File: src/rtl/fifo_stream_pkg.sv
// Shared types and constants for the fifo_stream_rd read-side adapter.
// Occupancy encoding is the numeric word count held downstream of the RAM FIFO.
package fifo_stream_pkg;

   // Words the adapter may hold or have in flight at once.
   localparam int SKID_DEPTH = 2;

   typedef enum logic [1:0] {
      EMPTY = 2'd0,
      ONE   = 2'd1,
      TWO   = 2'd2
   } occ_e;

   // Number of buffered words represented by an occupancy state.
   function automatic logic [1:0] occ_words(input logic [1:0] st);
      return st;
   endfunction

endpackage

File: src/rtl/fifo_stream_skid.sv
// Head/skid storage for fifo_stream_rd: steers captured RAM words into the head
// (which drives o_tdata) or the skid register, and tracks occupancy.
module fifo_stream_skid
   import fifo_stream_pkg::*;
#(
   parameter int DATA_W = 8
) (
   input  logic              clk,
   input  logic              rstn,
   input  logic              cap_i,     // RAM read data is valid this cycle
   input  logic              xfer_i,    // head word leaves downstream this cycle
   input  logic [DATA_W-1:0] data_i,
   output logic [1:0]        state_o,
   output logic [DATA_W-1:0] tdata_o
);

   occ_e              state_q, state_d;
   logic [DATA_W-1:0] head_q, head_d;
   logic [DATA_W-1:0] skid_q, skid_d;

   // Occupancy and storage registers; reset drops any buffered words.
   always_ff @(posedge clk or negedge rstn) begin
      if (!rstn) begin
         state_q <= EMPTY;
         head_q  <= '0;
         skid_q  <= '0;
      end else begin
         state_q <= state_d;
         head_q  <= head_d;
         skid_q  <= skid_d;
      end
   end

   // Steering: a capture lands in the head when it is free or draining with no
   // skid word behind it, else in the skid; a transfer promotes skid to head.
   always_comb begin
      state_d = state_q;
      head_d  = head_q;
      skid_d  = skid_q;
      case (state_q)
         EMPTY: begin
            if (cap_i) begin
               head_d  = data_i;
               state_d = ONE;
            end
         end
         ONE: begin
            if (cap_i && xfer_i) begin
               head_d = data_i;
            end else if (cap_i) begin
               skid_d  = data_i;
               state_d = TWO;
            end else if (xfer_i) begin
               state_d = EMPTY;
            end
         end
         TWO: begin
            // The credit check upstream guarantees no capture arrives here.
            if (xfer_i) begin
               head_d  = skid_q;
               state_d = ONE;
            end
         end
         default: state_d = EMPTY;
      endcase
   end

   assign state_o = state_q;
   assign tdata_o = head_q;

endmodule

File: src/rtl/fifo_stream_rd.sv
// fifo_stream_rd: turns a RAM FIFO with one-cycle read latency into a
// valid/ready stream. Pops are issued only when the two-entry buffer has room
// for the word after accounting for one in flight and one leaving this cycle.
// Optional build macro FIFO_STREAM_RD_STATS_EN adds o_xfer_cnt, a wrapping
// 32-bit count of completed downstream transfers.
module fifo_stream_rd
   import fifo_stream_pkg::*;
#(
   parameter int DATA_W = 8
) (
   input  logic              clk,
   input  logic              rstn,
   output logic              o_fifo_rden,
   input  logic [DATA_W-1:0] i_fifo_rddata,
   input  logic              i_fifo_empty,
   output logic              o_tvalid,
   output logic [DATA_W-1:0] o_tdata,
   input  logic              i_tready
`ifdef FIFO_STREAM_RD_STATS_EN
   ,
   output logic [31:0]       o_xfer_cnt
`endif
);

   logic       inflight_q, inflight_d;
   logic [1:0] state;
   logic       xfer;
   logic [2:0] credit_used;

   assign o_tvalid = (state != EMPTY);
   assign xfer     = o_tvalid & i_tready;

   // Words committed downstream once this cycle's transfer is accounted for.
   assign credit_used = {1'b0, occ_words(state)} + {2'b00, inflight_q} - {2'b00, xfer};
   assign o_fifo_rden = rstn & ~i_fifo_empty & (credit_used < 3'(SKID_DEPTH));
   assign inflight_d  = o_fifo_rden;

   // In-flight flag: the RAM returns data the cycle after a pop.
   always_ff @(posedge clk or negedge rstn) begin
      if (!rstn) begin
         inflight_q <= 1'b0;
      end else begin
         inflight_q <= inflight_d;
      end
   end

   fifo_stream_skid #(
      .DATA_W (DATA_W)
   ) u_skid (
      .clk     (clk),
      .rstn    (rstn),
      .cap_i   (inflight_q),
      .xfer_i  (xfer),
      .data_i  (i_fifo_rddata),
      .state_o (state),
      .tdata_o (o_tdata)
   );

`ifdef FIFO_STREAM_RD_STATS_EN
   logic [31:0] xfer_cnt_q, xfer_cnt_d;

   assign xfer_cnt_d = xfer ? xfer_cnt_q + 32'd1 : xfer_cnt_q;

   // Transfer counter, wraps naturally at 2^32.
   always_ff @(posedge clk or negedge rstn) begin
      if (!rstn) begin
         xfer_cnt_q <= '0;
      end else begin
         xfer_cnt_q <= xfer_cnt_d;
      end
   end

   assign o_xfer_cnt = xfer_cnt_q;
`endif

endmodule

File: config.mk
export PLATFORM = sky130hd
export DESIGN_NAME = fifo_stream_rd
export DESIGN_NICKNAME = d
export VERILOG_FILES = /design/src/rtl/fifo_stream_pkg.sv /design/src/rtl/fifo_stream_skid.sv /design/src/rtl/fifo_stream_rd.sv
export SDC_FILE = /design/constraint.sdc
export NUM_CORES = 1
export LEC_CHECK = 0
export ABC_AREA = 1
export ABC_CLOCK_PERIOD_IN_PS = 2400
export CAP_MARGIN = 10
export CORE_MARGIN = 2
export CORE_UTILIZATION = 43
export CTS_BUF_LIST = sky130_fd_sc_hd__clkbuf_8
export DETAILED_ROUTE_END_ITERATION = 6
export HOLD_SLACK_MARGIN = 0.03
export PLACE_DENSITY = 0.81
export SLEW_MARGIN = 20
export SYNTH_ARGS = -nofsm -noshare
export SYNTH_HDL_FRONTEND = slang
export SYNTH_SLANG_ARGS = --single-unit
File: constraint.sdc
create_clock -name clk -period 2.4 [get_ports clk]
set_input_delay 0.36 -clock clk [delete_from_list [all_inputs] [get_ports clk]]
set_output_delay 0.36 -clock clk [all_outputs]
set_load 0.1 [all_outputs]
==> impl_metrics.py, run 1 <==
metrics = {
    "worst_setup_path": {
        "startpoint_type": "flop",
        "worst_path_largest_cell_delay_ns": 0.50,
        "crit_required_ns": 2.04,
        "crit_fanout": 3,
        "crit_type": "reg2out",
        "path_cells": "inv_2 > nand3_4 > nand2_1 > nand2_1 > fa_1 > nand2_2 > nor3_4 > buf_12",
        "slowest_stage": "fa_1",
        "critPathArrivalTime_ns": 1.95,
        "endpoint_kind": "output pin",
        "cp_common_cell": "nand2_1",
    },
    "placed_design": {
        "hpwl_um": 1580,
        "portBuffers": 21,
        "gp_congestion": 0.731,
        "placed_cell_area_sq_um": 1240,
        "dp_slack_ns": -0.122,
        "dp_cells": 173,
    },
    "timing": {
        "hold_violations": 0,
        "rsz0062_at_grt": "false",
        "slew_viol_final": 0,
        "fin_skew_ns": 0.00390,
        "whs_ns": 0.476,
        "maxSlewHeadroom": 0.816,
        "max_clock_freq_ghz": 0.434,
        "setup_tns_ns": 0,
        "worst_pin_slew_ns": 0.279,
        "setup_viol": 0,
        "setup_ws_ns": 0.0935,
        "final.min_clock_period_ns": 2.31,
        "timing.final.crit_share": 0.961,
    },
    "grt": {
        "overflow": 0,
        "grt_max_degree": 20,
        "antenna_found_initial": 0,
        "grt_use_total": 0.178,
        "grt_pass1_wl_um": 3530,
        "grt_pass1_vias": 794,
    },
    "clock_tree": {
        "insertion_delay_ns": 0.25,
        "clockBufferDepth": 2,
        "cts_tree": "done",
        "cts.sinks": 19,
        "clk_pin_slew_ns": 0.07,
        "clock-root-buffer": "clkbuf_8",
        "numCtsBuffers": 3,
        "htreeDepth": 1,
    },
    "routing": {
        "vias": 875,
        "drt-wirelength-per-cell_um": 11.6,
        "drt-initial-drc-count": 20,
        "drc": 0,
        "dr.pass1.iters": 4,
        "routed_wl_um": 2090,
        "viasPerCell": 4.89,
        "antenna_left": 0,
    },
    "synth": {
        "avgSynthCellArea_sq_um": 8.13,
        "synth.net_count": 134,
        "yosys_warnings": 0,
        "synth_seq_cells": 19,
        "syn-cell-area_sq_um": 983,
        "synth_cells": 121,
        "synth_cell_types": 18,
        "ys_seq_area_frac": 0.483,
    },
    "worst_hold_path": {
        "holdCritPathClass": "reg2reg",
    },
    "power_and_ir_drop": {
        "p_switching_mw": 0.995,
        "seqPwrFrac": 0.294,
        "p_leak_nw": 0.708,
        "pwr_density_cell_nw_per_um2": 1400,
        "totalPowerFinal_mw": 1.82,
        "pwr-share-comb": 0.589,
        "clockPowerShare": 0.117,
        "vdd_drop_max_mv": 1.01,
        "intPower_mw": 0.826,
        "p_sw_frac": 0.547,
    },
    "die": {
        "fp.dieH_um": 51.8,
        "die-area_sq_um": 2690,
        "ioPinCount": 22,
        "row_count": 17,
        "die_w_um": 51.8,
        "coreArea_sq_um": 2190,
        "start_util": 0.449,
    },
    "finish": {
        "num-fill-cells": 201,
        "seq_area_sq_um": 477,
        "num_antenna_cells": 0,
        "drive_gt1_frac": 0.219,
        "final_area_sq_um": 1300,
        "instances_no_fill": 179,
        "fin_util": 0.595,
        "final_common_cell": "nand2_1",
        "layout_common_cells": "nand2_1 (54), nand3_1 (26), dfrtp_1 (18), buf_4 (17), clkdlybuf4s50_1 (10)",
        "final_nets": 165,
        "multiInputGateArea_sq_um": 467,
        "area_delta_synth_final_pct": 32.4,
    },
    "flow_run": {
        "max-cap-violations": 0,
    },
    "outcome": {
        "outcome": "complete, no violations",
    },
}
-- registers in the layout, indices dropped and copies added, names as in the netlist --
signal          count
u_skid.skid_q       8
u_skid.tdata_o      8
u_skid.state_o      2
inflight_q          1
-- area by class of cell --
class	count	share of cell area
multi-input cells	93	0.358
flip-flops and latches	19	0.366
inverters	6	0.0173
clock buffers	3	0.0317
repair buffers	29	0.197
clock inverters	1	0.00288
well taps	28	0.0269
-- cell families (layout without fill, tap and decap cells) --
logic type / after synthesis / in the layout / share of synthesized area
compound gates: 1 / 1 / 0.00508
xor+xnor: 1 / 1 / 0.00891
fa+ha+maj: 1 / 1 / 0.0204
buf+inv: 9 / 39 / 0.0560
flops: 19 / 19 / 0.483
simple gates: 90 / 90 / 0.426
-- repair_timing --
action | CTS | global route
endpoints found under the hold margin | 0 | 0
pin swaps | 1 | 1
endpoints found under the setup margin | 1 | 1
resized for setup | 1 | 0
buffers inserted | 0 | 2
hold buffers | 0 | 0
-- synthesized netlist by cell type --
cell type / number / area (sq um)
buf_4: 1 / 7.51
buf_6: 1 / 11.3
clkbuf_8: 1 / 13.8
dfrtp_1: 19 / 475
fa_1: 1 / 20.0
inv_1: 4 / 15.0
inv_2: 2 / 7.51
nand2_1: 55 / 206
nand2_2: 3 / 18.8
nand2_4: 1 / 11.3
nand3_1: 26 / 130
nand3_4: 1 / 17.5
nor2_1: 1 / 3.75
nor2_2: 1 / 6.26
nor2_8: 1 / 20.0
nor3_1: 1 / 5.00
o21ai_1: 1 / 5.00
xor2_1: 1 / 8.76
-- worst paths after layout --
kind / startpoint / end / slack [ns] / cells after the start
worst min-delay path: u_skid.skid_q[5] / u_skid.skid_q[5] / 0.48 / 2
worst max-delay path: u_skid.state_o[0] / o_fifo_rden / 0.09 / 8
max in group asynchronous: rstn / u_skid.state_o[1] / 1.66 / 2
worst max register to register: u_skid.state_o[0] / inflight_q / 0.72 / 8
worst min register to register: u_skid.skid_q[5] / u_skid.skid_q[5] / 0.48 / 2
min in group asynchronous: rstn / u_skid.state_o[0] / 0.53 / 2
-- power by group through the flow --
stage | registers, mW | logic [mW] | clock network [mW]
after floorplan | 0.989 | 0.378 | 0
after global placement | 0.532 | 1.05 | 0
after detailed placement | 0.542 | 1.06 | 0
after CTS | 0.537 | 1.06 | 0.216
after global routing | 0.556 | 1.13 | 0.230
final | 0.536 | 1.07 | 0.212
-- per-layer routing --
layer	routed length (um)	track usage	share of wire
met1	884	0.235	0.42
met2	1060	0.287	0.51
met3	109	0.0172	0.052
met4	28	0.0921	0.013
met5	0	0	0
-- worst max-delay path, delay by kind of cell, from the launching register on --
family	cells	cell delay, ns
adder cells (fa/ha/maj)	1	0.50
AND/OR/NAND/NOR	5	0.49
flip-flops	1	0.41
buffers and inverters	2	0.29
Note: power is estimated with default switching activity, not from simulation.
==> run 2, diff against run 1 <==
CORE_UTILIZATION = 51   (was 43)
PLACE_DENSITY = 0.92   (was 0.81)
==> impl_metrics.py, run 2 (synthesized netlist as in run 1, its figures left out) <==
metrics = {
    "die": {
        "start_util": 0.557,
        "coreArea_sq_um": 1760,
        "ioPinCount": 22,
        "row_count": 15,
        "fp.dieH_um": 47.9,
        "die_w_um": 47.9,
        "die-area_sq_um": 2300,
    },
    "finish": {
        "layout_common_cells": "nand2_1 (54), nand3_1 (26), dfrtp_1 (18), buf_4 (15), clkdlybuf4s50_1 (10)",
        "final_nets": 163,
        "final_common_cell": "nand2_1",
        "drive_gt1_frac": 0.215,
        "area_delta_synth_final_pct": 30.7,
        "num-fill-cells": 141,
        "num_antenna_cells": 0,
        "fin_util": 0.728,
    },
    "timing": {
        "rsz0062_at_grt": "true",
        "timing.final.crit_share": 0.970,
        "setup_ws_ns": 0.0717,
        "final.min_clock_period_ns": 2.33,
        "fin_skew_ns": 0.00615,
        "hold_violations": 0,
        "max_clock_freq_ghz": 0.430,
        "setup_viol": 0,
        "maxSlewHeadroom": 0.815,
        "worst_pin_slew_ns": 0.280,
        "setup_tns_ns": 0,
        "slew_viol_final": 0,
    },
    "placed_design": {
        "hpwl_um": 1620,
        "gp_congestion": 0.786,
        "portBuffers": 21,
        "dp_slack_ns": -0.129,
    },
    "grt": {
        "grt_pass1_vias": 840,
        "grt_use_total": 0.232,
        "grt_max_degree": 20,
        "antenna_found_initial": 0,
        "grt_pass1_wl_um": 3620,
        "overflow": 0,
    },
    "worst_hold_path": {
        "min_from": "u_skid.skid_q[0]",
        "holdCritPathClass": "reg2reg",
    },
    "worst_setup_path": {
        "r2r-start": "u_skid.state_o[0]",
        "crit_family": "adder cells",
        "slowest_stage": "fa_1",
        "endpoint_kind": "output pin",
        "worstSetupStartpoint": "u_skid.state_o[0]",
        "startpoint_type": "flop",
        "crit_type": "reg2out",
        "critPathArrivalTime_ns": 1.97,
        "crit_fanout": 3,
        "cp_common_cell": "nand2_1",
        "crit_required_ns": 2.04,
        "worst_path_largest_cell_delay_ns": 0.51,
        "path_buf_inv": 2,
        "path_cells": "inv_2 > nand3_4 > nand2_1 > nand2_1 > fa_1 > nand2_2 > nor3_4 > buf_12",
    },
    "routing": {
        "dr.pass1.iters": 4,
        "drt-wirelength-per-cell_um": 12.4,
        "routed_wl_um": 2160,
        "vias": 898,
        "viasPerCell": 5.16,
        "antenna_left": 0,
        "drc": 0,
        "drt-initial-drc-count": 31,
    },
    "clock_tree": {
        "htreeDepth": 1,
        "cts_tree": "done",
        "clk_pin_slew_ns": 0.07,
        "insertion_delay_ns": 0.26,
        "numCtsBuffers": 3,
        "clockBufferDepth": 2,
        "clock-root-buffer": "clkbuf_8",
        "cts.sinks": 19,
        "cts_hold_buffers": 0,
    },
    "outcome": {
        "outcome": "complete, no violations",
    },
    "power_and_ir_drop": {
        "vdd_drop_max_mv": 0.859,
        "pwr_density_cell_nw_per_um2": 1410,
        "p_leak_nw": 0.697,
    },
    "flow_run": {
        "max-cap-violations": 0,
    },
}
==> run 2: worst paths after layout <==
kind | to | slack, ns | cells after the start
worst max register to register | inflight_q | 0.80 | 7
min in group asynchronous | u_skid.skid_q[2] | 0.50 | 2
max in group asynchronous | u_skid.state_o[1] | 1.68 | 2
worst max-delay path | o_fifo_rden | 0.07 | 8
worst min register to register | u_skid.skid_q[0] | 0.47 | 2
worst min-delay path | u_skid.skid_q[0] | 0.47 | 2
==> run 2: what timing repair did <==
action	4_1_cts	5_1_grt
pin swaps	1	0
gates resized for setup	1	0
endpoints found under the setup margin	1	1
buffers inserted	0	0
==> run 2: worst reg2reg max path: cells and delay by family (launching register included) <==
kind                     cells  cell delay, ns
flip-flops                   1            0.41
buffers and inverters        1            0.09
AND/OR/NAND/NOR              5            0.48
adder cells (fa/ha/maj)      1            0.51
==> run 2: metal layers <==
metal  wire [um]  GRT usage  up-vias
met5           0          0        -
met4          68      0.119        0
met3          94     0.0528        9
met2        1070      0.379       28
met1         933      0.286      416
li1            -          -      445
==> run 2: power by group <==
part	total, mW	switching (mW)	internal [mW]	leakage (nW)
Sequential	0.531	0.0772	0.454	0.239
Combinational	1.06	0.816	0.247	0.432
Clock	0.223	0.107	0.116	0.0255
==> run 2: area by class of cell <==
type                            count  area (sq um)  share of cell area
Clock buffer                        3          41.3              0.0321
Clock inverter                      1          5.00             0.00389
Timing Repair Buffer               27           241               0.188
Multi-Input combinational cell     93           467               0.363
Inverter                            6          22.5              0.0175
Sequential cell                    19           477               0.371
Tap cell                           25          31.3              0.0243
==> run 2: stage by stage <==
stage,cell area (sq um),hold WS [ns],instances,total power [mW]
floorplan,1000,0.0644,121,1.37
global placement,1240,0.454,170,1.58
detailed placement,1240,0.460,170,1.61
CTS,1280,0.479,174,1.83
global route,1280,0.489,174,1.92
finish,1280,0.473,174,1.82
==> run 3, diff against run 2 <==
ABC_CLOCK_PERIOD_IN_PS = 2680   (was 2400)
clock period = 2.68 ns   (was 2.4 ns; I/O delays follow)
==> impl_metrics.py, run 3 (synthesized netlist as in run 1, its figures left out) <==
metrics = {
    "die": {
        "row_count": 15,
        "die-area_sq_um": 2300,
        "die_w_um": 47.9,
        "fp.dieH_um": 47.9,
        "start_util": 0.557,
        "coreArea_sq_um": 1760,
        "ioPinCount": 22,
    },
    "clock_tree": {
        "cts_hold_buffers": 0,
        "htreeDepth": 1,
        "clk_pin_slew_ns": 0.07,
        "insertion_delay_ns": 0.26,
        "cts_setup_buffers": 0,
        "clockBufferDepth": 2,
        "clock-root-buffer": "clkbuf_8",
        "cts_tree": "done",
        "cts.sinks": 19,
        "numCtsBuffers": 3,
    },
    "power_and_ir_drop": {
        "pwr_density_cell_nw_per_um2": 1270,
        "p_leak_nw": 0.696,
        "vdd_drop_max_mv": 0.755,
    },
    "placed_design": {
        "portBuffers": 21,
        "dp_slack_ns": 0.0197,
        "hpwl_um": 1520,
        "gp_congestion": 0.782,
        "dp_cells": 168,
    },
    "timing": {
        "hold_violations": 0,
        "fin_skew_ns": 0.00220,
        "whs_ns": 0.475,
        "rsz0062_at_grt": "false",
        "timing.final.crit_share": 0.952,
        "setup_ws_ns": 0.127,
        "max_clock_freq_ghz": 0.392,
        "setup_tns_ns": 0,
        "maxSlewHeadroom": 0.815,
        "slew_viol_final": 0,
        "setup_viol": 0,
        "final.min_clock_period_ns": 2.55,
        "worst_pin_slew_ns": 0.279,
    },
    "finish": {
        "drive_gt1_frac": 0.190,
        "layout_common_cells": "nand2_1 (55), nand3_1 (26), dfrtp_1 (18), buf_4 (13), clkdlybuf4s50_1 (10)",
        "final_common_cell": "nand2_1",
        "final_nets": 161,
        "num-fill-cells": 139,
        "instances_no_fill": 172,
        "area_delta_synth_final_pct": 29.3,
        "num_antenna_cells": 0,
    },
    "routing": {
        "drt-wirelength-per-cell_um": 11.8,
        "vias": 903,
        "drt-initial-drc-count": 13,
        "antenna_left": 0,
        "dr.pass1.iters": 4,
        "viasPerCell": 5.25,
        "drc": 0,
        "routed_wl_um": 2030,
    },
    "grt": {
        "grt_use_total": 0.221,
        "grt_pass1_wl_um": 3460,
        "grt_pass1_vias": 813,
        "overflow": 0,
        "grt_max_degree": 20,
        "antenna_found_initial": 0,
    },
    "worst_setup_path": {
        "crit_family": "buffers and inverters",
        "crit_fanout": 11,
        "startpoint_type": "flop",
        "endpoint_kind": "output pin",
        "r2r_cells": 6,
        "worst_path_largest_cell_delay_ns": 0.50,
        "path_cells": "clkinv_2 > nand3_4 > inv_1 > fa_1 > nand2_1 > nor3_4 > buf_12",
        "critPathArrivalTime_ns": 2.15,
        "path_buf_inv": 3,
        "crit_type": "reg2out",
        "crit_required_ns": 2.28,
        "path_depth": 7,
        "slowest_stage": "fa_1",
    },
    "worst_hold_path": {
        "holdCritPathClass": "reg2reg",
        "worstHoldPathCells": 2,
    },
    "outcome": {
        "outcome": "complete, no violations",
    },
    "flow_run": {
        "max-cap-violations": 0,
    },
}
run 3: cell count changes in the layout (fill, tap and decap cells not counted):
cell            previous run  this run
inv_2                      2         1
nand2_2                    4         3
dlymetal6s2s_1             0         1
nand2_1                   54        55
inv_1                      4         5
dlygate4sd2_1              1         0
buf_4                     15        13
run 3: per-stage QoR:
step	total power, mW	instance area (sq um)	utilization
6_report	1.61	1270	0.721
5_1_grt	1.70	1270	0.721
4_1_cts	1.62	1270	0.718
3_5_place_dp	1.42	1220	0.693
3_3_place_gp	1.40	1220	0.693
2_1_floorplan	1.22	996	-
run 3: where the power goes:
group          internal (mW)  leakage (nW)  switching, mW  total (mW)
clock network          0.102        0.0269         0.0945       0.197
registers              0.407         0.239         0.0721       0.479
logic                  0.211         0.430          0.724       0.935
total                  0.720         0.696          0.891        1.61
run 3: path summary, 6_finish.rpt:
kind / startpoint / end / slack [ns]
setup / recovery: u_skid.state_o[0] / o_fifo_rden / 0.13
setup reg to reg: u_skid.state_o[0] / inflight_q / 0.90
min in group asynchronous: rstn / u_skid.tdata_o[5] / 0.54
hold reg to reg: u_skid.skid_q[3] / u_skid.skid_q[3] / 0.48
hold / removal: u_skid.skid_q[3] / u_skid.skid_q[3] / 0.48
max in group asynchronous: rstn / u_skid.state_o[1] / 1.94
run 3: timing repair:
item | in CTS | in global routing
resized for setup | 0 | 2
hold endpoints to repair | 0 | 0
setup endpoints to repair | 0 | 1
run 3: area by class of cell:
type	count	area, sq um	share of cell area
well taps	25	31.3	0.0246
repair buffers	25	230	0.181
inverters	6	23.8	0.0187
clock buffers	3	41.3	0.0325
flip-flops and latches	19	477	0.375
multi-input cells	93	464	0.365
clock inverters	1	3.75	0.00295
run 3: tightest hold or removal path, cell delays in order, from the launching register on:
cell and delay, ns:
dfrtp_1 0.34, nand2_1 0.05, nand2_1 0.05
run 3: routing by layer:
layer  global-route usage  vias up  wire length, um
met4                0.119        0               44
li1                     -      437                -
met5                    0        -                0
met3               0.0528        5              136
met2                0.320       37              967
met1                0.305      424              878
